==> src/rtl/usb1_dev_sie.sv <==
// usb1_dev_sie: USB 1.1 full-speed device serial interface engine (receive and handshake side).
//
// Decodes SOF/OUT/SETUP/IN tokens and DATA0/DATA1 packets arriving on the UTMI receive port.
// It checks PID, CRC5, CRC16, address and length, streams validated OUT/SETUP payload bytes to
// the endpoint logic, and answers good data packets with an ACK or NAK on the UTMI transmit port.
//
// Ports:
//   usb_clk_i, usb_rst_i           clock (60 MHz) and asynchronous active-high reset
//   dev_addr_i                     assigned device address
//   ep_rdy_i                       endpoint OUT buffer ready (0 -> NAK on OUT)
//   utmi_data_in_i/rxvalid/rxactive/rxerror   UTMI receive port
//   utmi_txready_i, utmi_data_out_o, utmi_txvalid_o   UTMI transmit port (handshakes only)
//   sof_o, frame_num_o             SOF pulse and last valid frame number
//   tok_o, tok_pid_o, tok_ep_o     address-matched OUT/SETUP/IN token pulse, PID and endpoint
//   rx_data_o, rx_valid_o          payload byte stream
//   rx_done_o, rx_err_o, rx_data1_o   end-of-packet status and data toggle of that packet
module usb1_dev_sie #(
    parameter int unsigned MAX_PKT   = 64,
    parameter int unsigned TA_CYCLES = 16
) (
    input  logic        usb_clk_i,
    input  logic        usb_rst_i,
    input  logic [6:0]  dev_addr_i,
    input  logic        ep_rdy_i,
    input  logic [7:0]  utmi_data_in_i,
    input  logic        utmi_rxvalid_i,
    input  logic        utmi_rxactive_i,
    input  logic        utmi_rxerror_i,
    input  logic        utmi_txready_i,
    output logic [7:0]  utmi_data_out_o,
    output logic        utmi_txvalid_o,
    output logic        sof_o,
    output logic [10:0] frame_num_o,
    output logic        tok_o,
    output logic [3:0]  tok_pid_o,
    output logic [3:0]  tok_ep_o,
    output logic [7:0]  rx_data_o,
    output logic        rx_valid_o,
    output logic        rx_done_o,
    output logic        rx_err_o,
    output logic        rx_data1_o
);

    localparam int unsigned CntW = $clog2(MAX_PKT + 3) + 1;
    localparam int unsigned TaW  = $clog2(TA_CYCLES + 1);
    // Byte index at which the payload byte being released would exceed MAX_PKT.
    localparam logic [CntW-1:0] LenLimit = CntW'(MAX_PKT + 2);
    localparam logic [TaW-1:0]  TaLast   = TaW'(TA_CYCLES - 1);

    localparam logic [3:0] PidOut   = 4'h1;
    localparam logic [3:0] PidIn    = 4'h9;
    localparam logic [3:0] PidSetup = 4'hD;
    localparam logic [3:0] PidSof   = 4'h5;
    localparam logic [3:0] PidData0 = 4'h3;
    localparam logic [3:0] PidData1 = 4'hB;

    localparam logic [7:0] HsAck = 8'hD2;
    localparam logic [7:0] HsNak = 8'h5A;

    typedef enum logic [2:0] {StIdle, StPid, StToken, StData, StTa, StHs, StIgnore} state_e;

    // Serial CRC, LSB of each byte first, register shifted towards its MSB.
    function automatic logic [4:0] crc5_byte(input logic [4:0] c, input logic [7:0] d);
        logic [4:0] r;
        r = c;
        for (int i = 0; i < 8; i++) begin
            if (d[i] ^ r[4]) r = {r[3:0], 1'b0} ^ 5'b00101;
            else             r = {r[3:0], 1'b0};
        end
        return r;
    endfunction

    function automatic logic [15:0] crc16_byte(input logic [15:0] c, input logic [7:0] d);
        logic [15:0] r;
        r = c;
        for (int i = 0; i < 8; i++) begin
            if (d[i] ^ r[15]) r = {r[14:0], 1'b0} ^ 16'h8005;
            else              r = {r[14:0], 1'b0};
        end
        return r;
    endfunction

    state_e          state_q;
    logic [3:0]      pid_q;
    logic            armed_q;
    logic            setup_q;
    logic            tok_arm_q;   // current token is the one that armed the block
    logic            err_pend_q;  // rxerror seen in DATA, report at end of packet
    logic [1:0]      tok_cnt_q;
    logic [7:0]      tok_b0_q;
    logic [4:0]      crc5_q;
    logic [15:0]     crc16_q;
    logic [CntW-1:0] byte_cnt_q;
    logic            len_err_q;
    logic [7:0]      hold0_q;
    logic [7:0]      hold1_q;
    logic [TaW-1:0]  ta_cnt_q;

    logic            sof_q;
    logic [10:0]     frame_q;
    logic            tok_q;
    logic [3:0]      tok_pid_q;
    logic [3:0]      tok_ep_q;
    logic [7:0]      rx_data_q;
    logic            rx_valid_q;
    logic            rx_done_q;
    logic            rx_err_q;
    logic            data1_q;
    logic [7:0]      tx_data_q;
    logic            tx_valid_q;

    logic [3:0]  pid_lo;
    logic        pid_ok;
    logic        is_token;
    logic        is_data;
    logic [4:0]  crc5_d;
    logic [15:0] crc16_d;
    logic        data_good;

    always_comb begin
        pid_lo    = utmi_data_in_i[3:0];
        pid_ok    = (utmi_data_in_i[7:4] == ~pid_lo);
        is_token  = (pid_lo == PidOut) || (pid_lo == PidIn) ||
                    (pid_lo == PidSetup) || (pid_lo == PidSof);
        is_data   = (pid_lo == PidData0) || (pid_lo == PidData1);
        crc5_d    = crc5_byte(crc5_q, utmi_data_in_i);
        crc16_d   = crc16_byte(crc16_q, utmi_data_in_i);
        data_good = (byte_cnt_q >= CntW'(2)) && !len_err_q && (crc16_q == 16'h800D);
    end

    always_ff @(posedge usb_clk_i or posedge usb_rst_i) begin
        if (usb_rst_i) begin
            state_q    <= StIdle;
            pid_q      <= '0;
            armed_q    <= 1'b0;
            setup_q    <= 1'b0;
            tok_arm_q  <= 1'b0;
            err_pend_q <= 1'b0;
            tok_cnt_q  <= '0;
            tok_b0_q   <= '0;
            crc5_q     <= '1;
            crc16_q    <= '1;
            byte_cnt_q <= '0;
            len_err_q  <= 1'b0;
            hold0_q    <= '0;
            hold1_q    <= '0;
            ta_cnt_q   <= '0;
            sof_q      <= 1'b0;
            frame_q    <= '0;
            tok_q      <= 1'b0;
            tok_pid_q  <= '0;
            tok_ep_q   <= '0;
            rx_data_q  <= '0;
            rx_valid_q <= 1'b0;
            rx_done_q  <= 1'b0;
            rx_err_q   <= 1'b0;
            data1_q    <= 1'b0;
            tx_data_q  <= '0;
            tx_valid_q <= 1'b0;
        end else begin
            sof_q      <= 1'b0;
            tok_q      <= 1'b0;
            rx_valid_q <= 1'b0;
            rx_done_q  <= 1'b0;
            rx_err_q   <= 1'b0;

            unique case (state_q)
                StIdle: begin
                    if (utmi_rxactive_i) begin
                        state_q    <= StPid;
                        err_pend_q <= 1'b0;
                    end
                end

                StPid: begin
                    if (utmi_rxerror_i) begin
                        state_q <= StIgnore;
                    end else if (!utmi_rxactive_i) begin
                        state_q <= StIdle;
                    end else if (utmi_rxvalid_i) begin
                        pid_q <= pid_lo;
                        if (!pid_ok) begin
                            state_q <= StIgnore;
                        end else if (is_token) begin
                            state_q   <= StToken;
                            tok_cnt_q <= '0;
                            tok_arm_q <= 1'b0;
                            crc5_q    <= '1;
                        end else if (is_data && armed_q) begin
                            state_q    <= StData;
                            byte_cnt_q <= '0;
                            len_err_q  <= 1'b0;
                            crc16_q    <= '1;
                            data1_q    <= (pid_lo == PidData1);
                        end else begin
                            state_q <= StIgnore;
                        end
                    end
                end

                StToken: begin
                    if (utmi_rxerror_i) begin
                        state_q <= StIgnore;
                    end else if (!utmi_rxactive_i) begin
                        state_q <= StIdle;
                    end else if (utmi_rxvalid_i) begin
                        crc5_q <= crc5_d;
                        if (tok_cnt_q == 2'd0) begin
                            tok_b0_q  <= utmi_data_in_i;
                            tok_cnt_q <= 2'd1;
                        end else if (tok_cnt_q == 2'd1) begin
                            tok_cnt_q <= 2'd2;
                            if (crc5_d == 5'b01100) begin
                                if (pid_q == PidSof) begin
                                    sof_q   <= 1'b1;
                                    frame_q <= {utmi_data_in_i[2:0], tok_b0_q};
                                end else if (tok_b0_q[6:0] == dev_addr_i) begin
                                    tok_q     <= 1'b1;
                                    tok_pid_q <= pid_q;
                                    tok_ep_q  <= {utmi_data_in_i[2:0], tok_b0_q[7]};
                                    armed_q   <= (pid_q != PidIn);
                                    tok_arm_q <= (pid_q != PidIn);
                                    setup_q   <= (pid_q == PidSetup);
                                end else begin
                                    armed_q <= 1'b0;
                                end
                            end
                        end else begin
                            // Over-long token: undo any arming it caused.
                            if (tok_arm_q) armed_q <= 1'b0;
                            state_q <= StIgnore;
                        end
                    end
                end

                StData: begin
                    if (utmi_rxerror_i) begin
                        state_q    <= StIgnore;
                        err_pend_q <= 1'b1;
                    end else if (!utmi_rxactive_i) begin
                        armed_q <= 1'b0;
                        if (data_good) begin
                            rx_done_q <= 1'b1;
                            state_q   <= StTa;
                            ta_cnt_q  <= '0;
                            tx_data_q <= (setup_q || ep_rdy_i) ? HsAck : HsNak;
                        end else begin
                            rx_err_q <= 1'b1;
                            state_q  <= StIdle;
                        end
                    end else if (utmi_rxvalid_i) begin
                        crc16_q <= crc16_d;
                        hold0_q <= hold1_q;
                        hold1_q <= utmi_data_in_i;
                        if (byte_cnt_q < LenLimit) byte_cnt_q <= byte_cnt_q + 1'b1;
                        // Release the byte two positions back so CRC bytes never leave.
                        if ((byte_cnt_q >= CntW'(2)) && !len_err_q) begin
                            if (byte_cnt_q >= LenLimit) begin
                                len_err_q <= 1'b1;
                            end else begin
                                rx_data_q  <= hold0_q;
                                rx_valid_q <= 1'b1;
                            end
                        end
                    end
                end

                StTa: begin
                    if (ta_cnt_q == TaLast) begin
                        tx_valid_q <= 1'b1;
                        state_q    <= StHs;
                    end else begin
                        ta_cnt_q <= ta_cnt_q + 1'b1;
                    end
                end

                StHs: begin
                    if (utmi_txready_i) begin
                        tx_valid_q <= 1'b0;
                        state_q    <= StIdle;
                    end
                end

                StIgnore: begin
                    if (!utmi_rxactive_i) begin
                        state_q <= StIdle;
                        if (err_pend_q) begin
                            rx_err_q   <= 1'b1;
                            armed_q    <= 1'b0;
                            err_pend_q <= 1'b0;
                        end
                    end
                end

                default: state_q <= StIdle;
            endcase
        end
    end

    assign utmi_data_out_o = tx_data_q;
    assign utmi_txvalid_o  = tx_valid_q;
    assign sof_o           = sof_q;
    assign frame_num_o     = frame_q;
    assign tok_o           = tok_q;
    assign tok_pid_o       = tok_pid_q;
    assign tok_ep_o        = tok_ep_q;
    assign rx_data_o       = rx_data_q;
    assign rx_valid_o      = rx_valid_q;
    assign rx_done_o       = rx_done_q;
    assign rx_err_o        = rx_err_q;
    assign rx_data1_o      = data1_q;

endmodule

==> config.mk <==
export PLATFORM = sky130hd
export DESIGN_NAME = usb1_dev_sie
export DESIGN_NICKNAME = d
export VERILOG_FILES = /design/src/rtl/usb1_dev_sie.sv
export SDC_FILE = /design/constraint.sdc
export NUM_CORES = 1
export LEC_CHECK = 0
export ABC_AREA = 1
export ABC_CLOCK_PERIOD_IN_PS = 11200
export BUFFER_PORTS_ARGS = -buffer_cell sky130_fd_sc_hd__clkbuf_2
export CORE_UTILIZATION = 30
export CTS_BUF_LIST = sky130_fd_sc_hd__clkbuf_4
export DETAILED_ROUTE_END_ITERATION = 16
export PLACE_DENSITY = 0.43
export SLEW_MARGIN = 30
export SYNTH_ARGS = -nofsm -noshare
export SYNTH_HDL_FRONTEND = slang
export SYNTH_SLANG_ARGS = --single-unit
==> constraint.sdc <==
create_clock -name usb_clk_i -period 11.2 [get_ports usb_clk_i]
set_clock_uncertainty 0.2 [all_clocks]
set_input_delay 3.36 -clock usb_clk_i [delete_from_list [all_inputs] [get_ports usb_clk_i]]
set_output_delay 3.36 -clock usb_clk_i [all_outputs]
set_load 0.1 [all_outputs]
==> impl_summary.md <==
Timing
Setup violations remaining at the end of the flow were counted as 0. Static timing analysis puts the maximum clock frequency at 197.4 MHz. The smallest hold slack is 0.2975 ns. The worst slew margin relative to its limit is 0.5225. The final-report hold violation count is 0.

After routing, the total negative slack on setup checks comes to 0 ns. Of the available clock period, the critical path in the final layout requires 0.4523. The clock period minus final worst setup slack is 5.066 ns. For the pin with the worst max-slew slack, the measured transition is 0.7162 ns. The count of final max-slew check failures is 0. Setup repair after global routing left no endpoint under its margin.

Worst setup path
The number of cells on the worst reg-to-reg path is 9. The data arrival time of the critical path is 5.27 ns. Along the worst path, the maximum fanout reaches 18. The critical setup path kind is in2reg.

The kind of end point of the critical path is a register. In this run the register-to-register setup slack is 8.56 ns. At the worst endpoint, the required time is 11.40 ns. STA classifies the critical path startpoint as an input pin.

In this run the critical register-to-register path is captured at len_err_q. The startpoint identified for the worst register-to-register timing path is state_q[2].

Global routing
In the global route stage, overall resource usage came out at 0.1568. The sum of overflow across all layers after global routing is 0. The number of antenna violations at the first check in global routing is 2.

The number of global-route vias before repair is 4665. The first global-routing pass estimated 24.14 mm of wire. The maximum number of pins on one net before global-route repair is 57.

Route
The vias after detailed routing is 4793. The final layout contains routed wiring with a total length of 14.71 mm. The first routing iteration left 272 violations. The detailed-route DRC error count is 0. The residual antenna-violating net count after detailed routing is 0. The detail-routed net length per standard cell is 14.32 µm. The ratio of routed vias to standard cells is 4.667. The first detailed-routing pass ran for 5 iterations.

Worst hold path
The cell depth of the worst hold path is 2. The hold path endpoint is tok_pid_o[3]. The tightest min-delay check is of the reg2reg type. The launch instance of the worst min-delay path is tok_pid_o[3].

Clock network
The TritonCTS sink count is 109. TritonCTS created 9 clock buffers. No sink is reached through more buffers than the 2 on the longest clock path. After clock tree synthesis, the flow added hold-fix buffers numbering 0. The number of cells upsized or downsized after cts is 0.

The clock latency of the later-clocked register in the worst-skew pair is 0.49 ns. The cell sitting at the root of the clock tree is a clkbuf_4. The deepest level of the CTS H-tree is 3. The TritonCTS clock tree is built. Clock-pin slew was measured on the worst setup and hold paths at 0.18 ns. The number of buffers inserted by post-CTS setup repair is 0.

Die
The die outline area is 19800 µm². The row count is 50. The floorplan step defined a core boundary enclosing 18770 µm². The total I/O pin count is 64.

The initial utilization of the core area, before any placement, comes to 0.3075. In this run the horizontal extent of the chip is 140.7 µm. Measured along the y axis, the die boundary spans 140.7 µm.

Layout
The count of filler cells inserted in the layout is 2035. The layout-stage area growth over the synthesis result is 11.03%. In the final design database the tool counted 812 nets.

The share of final-layout standard cells stronger than drive strength 1 is 0.1707. The multi-input combinational cells in the finished layout cover a total of 2550 µm². Across the whole layout, storage elements account for 2754 µm².

Yosys
Synthesis handed over a netlist of 732 instances. The proportion of synthesized flip-flops having asynchronous set or reset is 1.000. The number of distinct library cells after synthesis is 45. The most used flip-flop cell after synthesis is dfrtp_1. The flip-flop and latch count after synthesis is 109. The synthesized design contains 0 enable-type register cells. The number of warning messages in the yosys log is 0. The combined area of all synthesized cells is 5772 µm². Each instance of the synthesized netlist takes up on average 7.885 µm². For this run, the register share of the synthesized area comes to 0.4771.

Pwr
Power comes to 0.001342 W. The power per cell area is 209.4 nW/µm². Across the VDD grid, the largest voltage drop is 0.00007395 V.

For this design the static power due to leakage is 3.332 nW.

Outcome
The run finished with clean final reports.

Place
The global placer's final weighted congestion is 0.8203. Port buffering added 60 buffers. After legalization and detailed placement, the total HPWL measured 10.74 mm.

Flow run
The max-cap check violation count is 0.
-- worst max-delay path by stage --
stage                 startpoint            to  slack, ns  cells past startpoint
3_3_place_gp     utmi_rxactive_i  rx_data_o[2]       5.63                      8
5_1_grt        utmi_data_in_i[2]     len_err_q       5.93                      9
4_1_cts        utmi_data_in_i[2]     len_err_q       6.18                      9
3_5_place_dp   utmi_data_in_i[2]     len_err_q       5.62                      9
6_report       utmi_data_in_i[2]     len_err_q       6.13                      9
2_1_floorplan          usb_rst_i       armed_q       4.80                      1
-- through the flow --
step	instances	area, µm²	utilization	setup WS (ns)
after floorplan	734	5779	-	4.801
after global placement	1009	6270	0.3341	5.633
after detailed placement	1009	6270	0.3341	5.620
after CTS	1025	6404	0.3412	6.184
after global routing	1027	6409	0.3415	5.931
final	1027	6409	0.3415	6.134
-- layout make-up --
type / instances / area share
antenna: 2 / 0.0007809
clock buffer: 9 / 0.01054
sequential: 109 / 0.4297
inverter: 94 / 0.05584
clock inverter: 7 / 0.01035
multi-input combinational: 510 / 0.3979
timing repair buffer: 62 / 0.04920
tap: 234 / 0.04569
-- registers in the layout, indices dropped and copies added, names as in the netlist, 2 cells and up --
name,cells
tok_cnt_q,2
tok_ep_o,4
hold1_q,8
rx_data_o,8
state_q,3
frame_num_o,11
hold0_q,8
utmi_data_out_o,3
byte_cnt_q,8
tok_b0_q,8
crc16_q,16
pid_q,4
tok_pid_o,4
ta_cnt_q,5
crc5_q,5
-- power by group --
part	switching (W)	internal, W
logic	0.000403	0.000161
registers	0.0000672	0.000509
clock network	0.000151	0.0000511
-- per-layer routing --
metal | wire, µm | vias to the layer above | part of all wire | global-route usage
li1 | - | 2432 | - | -
met1 | 7267 | 2255 | 0.49 | 0.2147
met2 | 6785 | 86 | 0.46 | 0.2467
met3 | 412 | 20 | 0.028 | 0.02683
met4 | 242 | 0 | 0.016 | 0.06178
met5 | 0 | - | 0 | 0
-- layout by cell type (no fill, tap or decap), types with 4 or more instances in the layout --
cell type / instances
inv_2: 7
o21ai_0: 67
nor2_1: 70
clkbuf_2: 60
inv_1: 84
a32oi_1: 5
nand2_1: 222
a21oi_1: 18
xnor2_1: 14
ha_1: 4
nand4_1: 16
a22oi_1: 8
dfrtp_1: 88
clkbuf_4: 9
nand3_1: 26
o22ai_1: 5
nor3_1: 5
dfstp_2: 21
xor2_1: 10
-- kinds of logic (layout without fill, tap and decap cells) --
kind of cell             Yosys count  in the layout  synth area share
buffers and inverters            115            172           0.08281
flip-flops                       109            109            0.4771
other                              1              5         0.0006497
adder cells (fa/ha/maj)            4              4          0.008671
AND/OR/NAND/NOR                  361            361            0.2679
XOR/XNOR                          27             27           0.04878
AO/OA/AOI/OAI                    115            115            0.1140
-- cells in the mapped netlist, drive strengths merged (3+ instances only) --
library cell  count  area, µm²
buf              12      87.58
o31ai             3      22.52
nor3              7      57.55
a22oi             8      60.06
clkbuf            9      35.03
dfrtp            88       2202
xnor2            16      166.4
o22ai             5      31.28
xor2             11      115.1
or2               3      18.77
nand3            29      167.7
a21oi            21      116.4
nand4            16      100.1
ha                4      50.05
nand2           227      874.6
a32oi             5      43.79
dfstp            21      551.8
nor4              4      31.28
inv              93      351.6
nor2             74      290.3
o21ai            71      366.6
-- critical path, cell delays in order --
cell      delay, ns
clkbuf_2       0.14
inv_2          0.21
nand4_1        0.19
nor2_1         0.23
nor2_1         0.09
nor4_1         0.20
nand2_1        0.46
o22ai_1        0.32
inv_1          0.05
No activity file was read; power rests on OpenSTA's default activity.
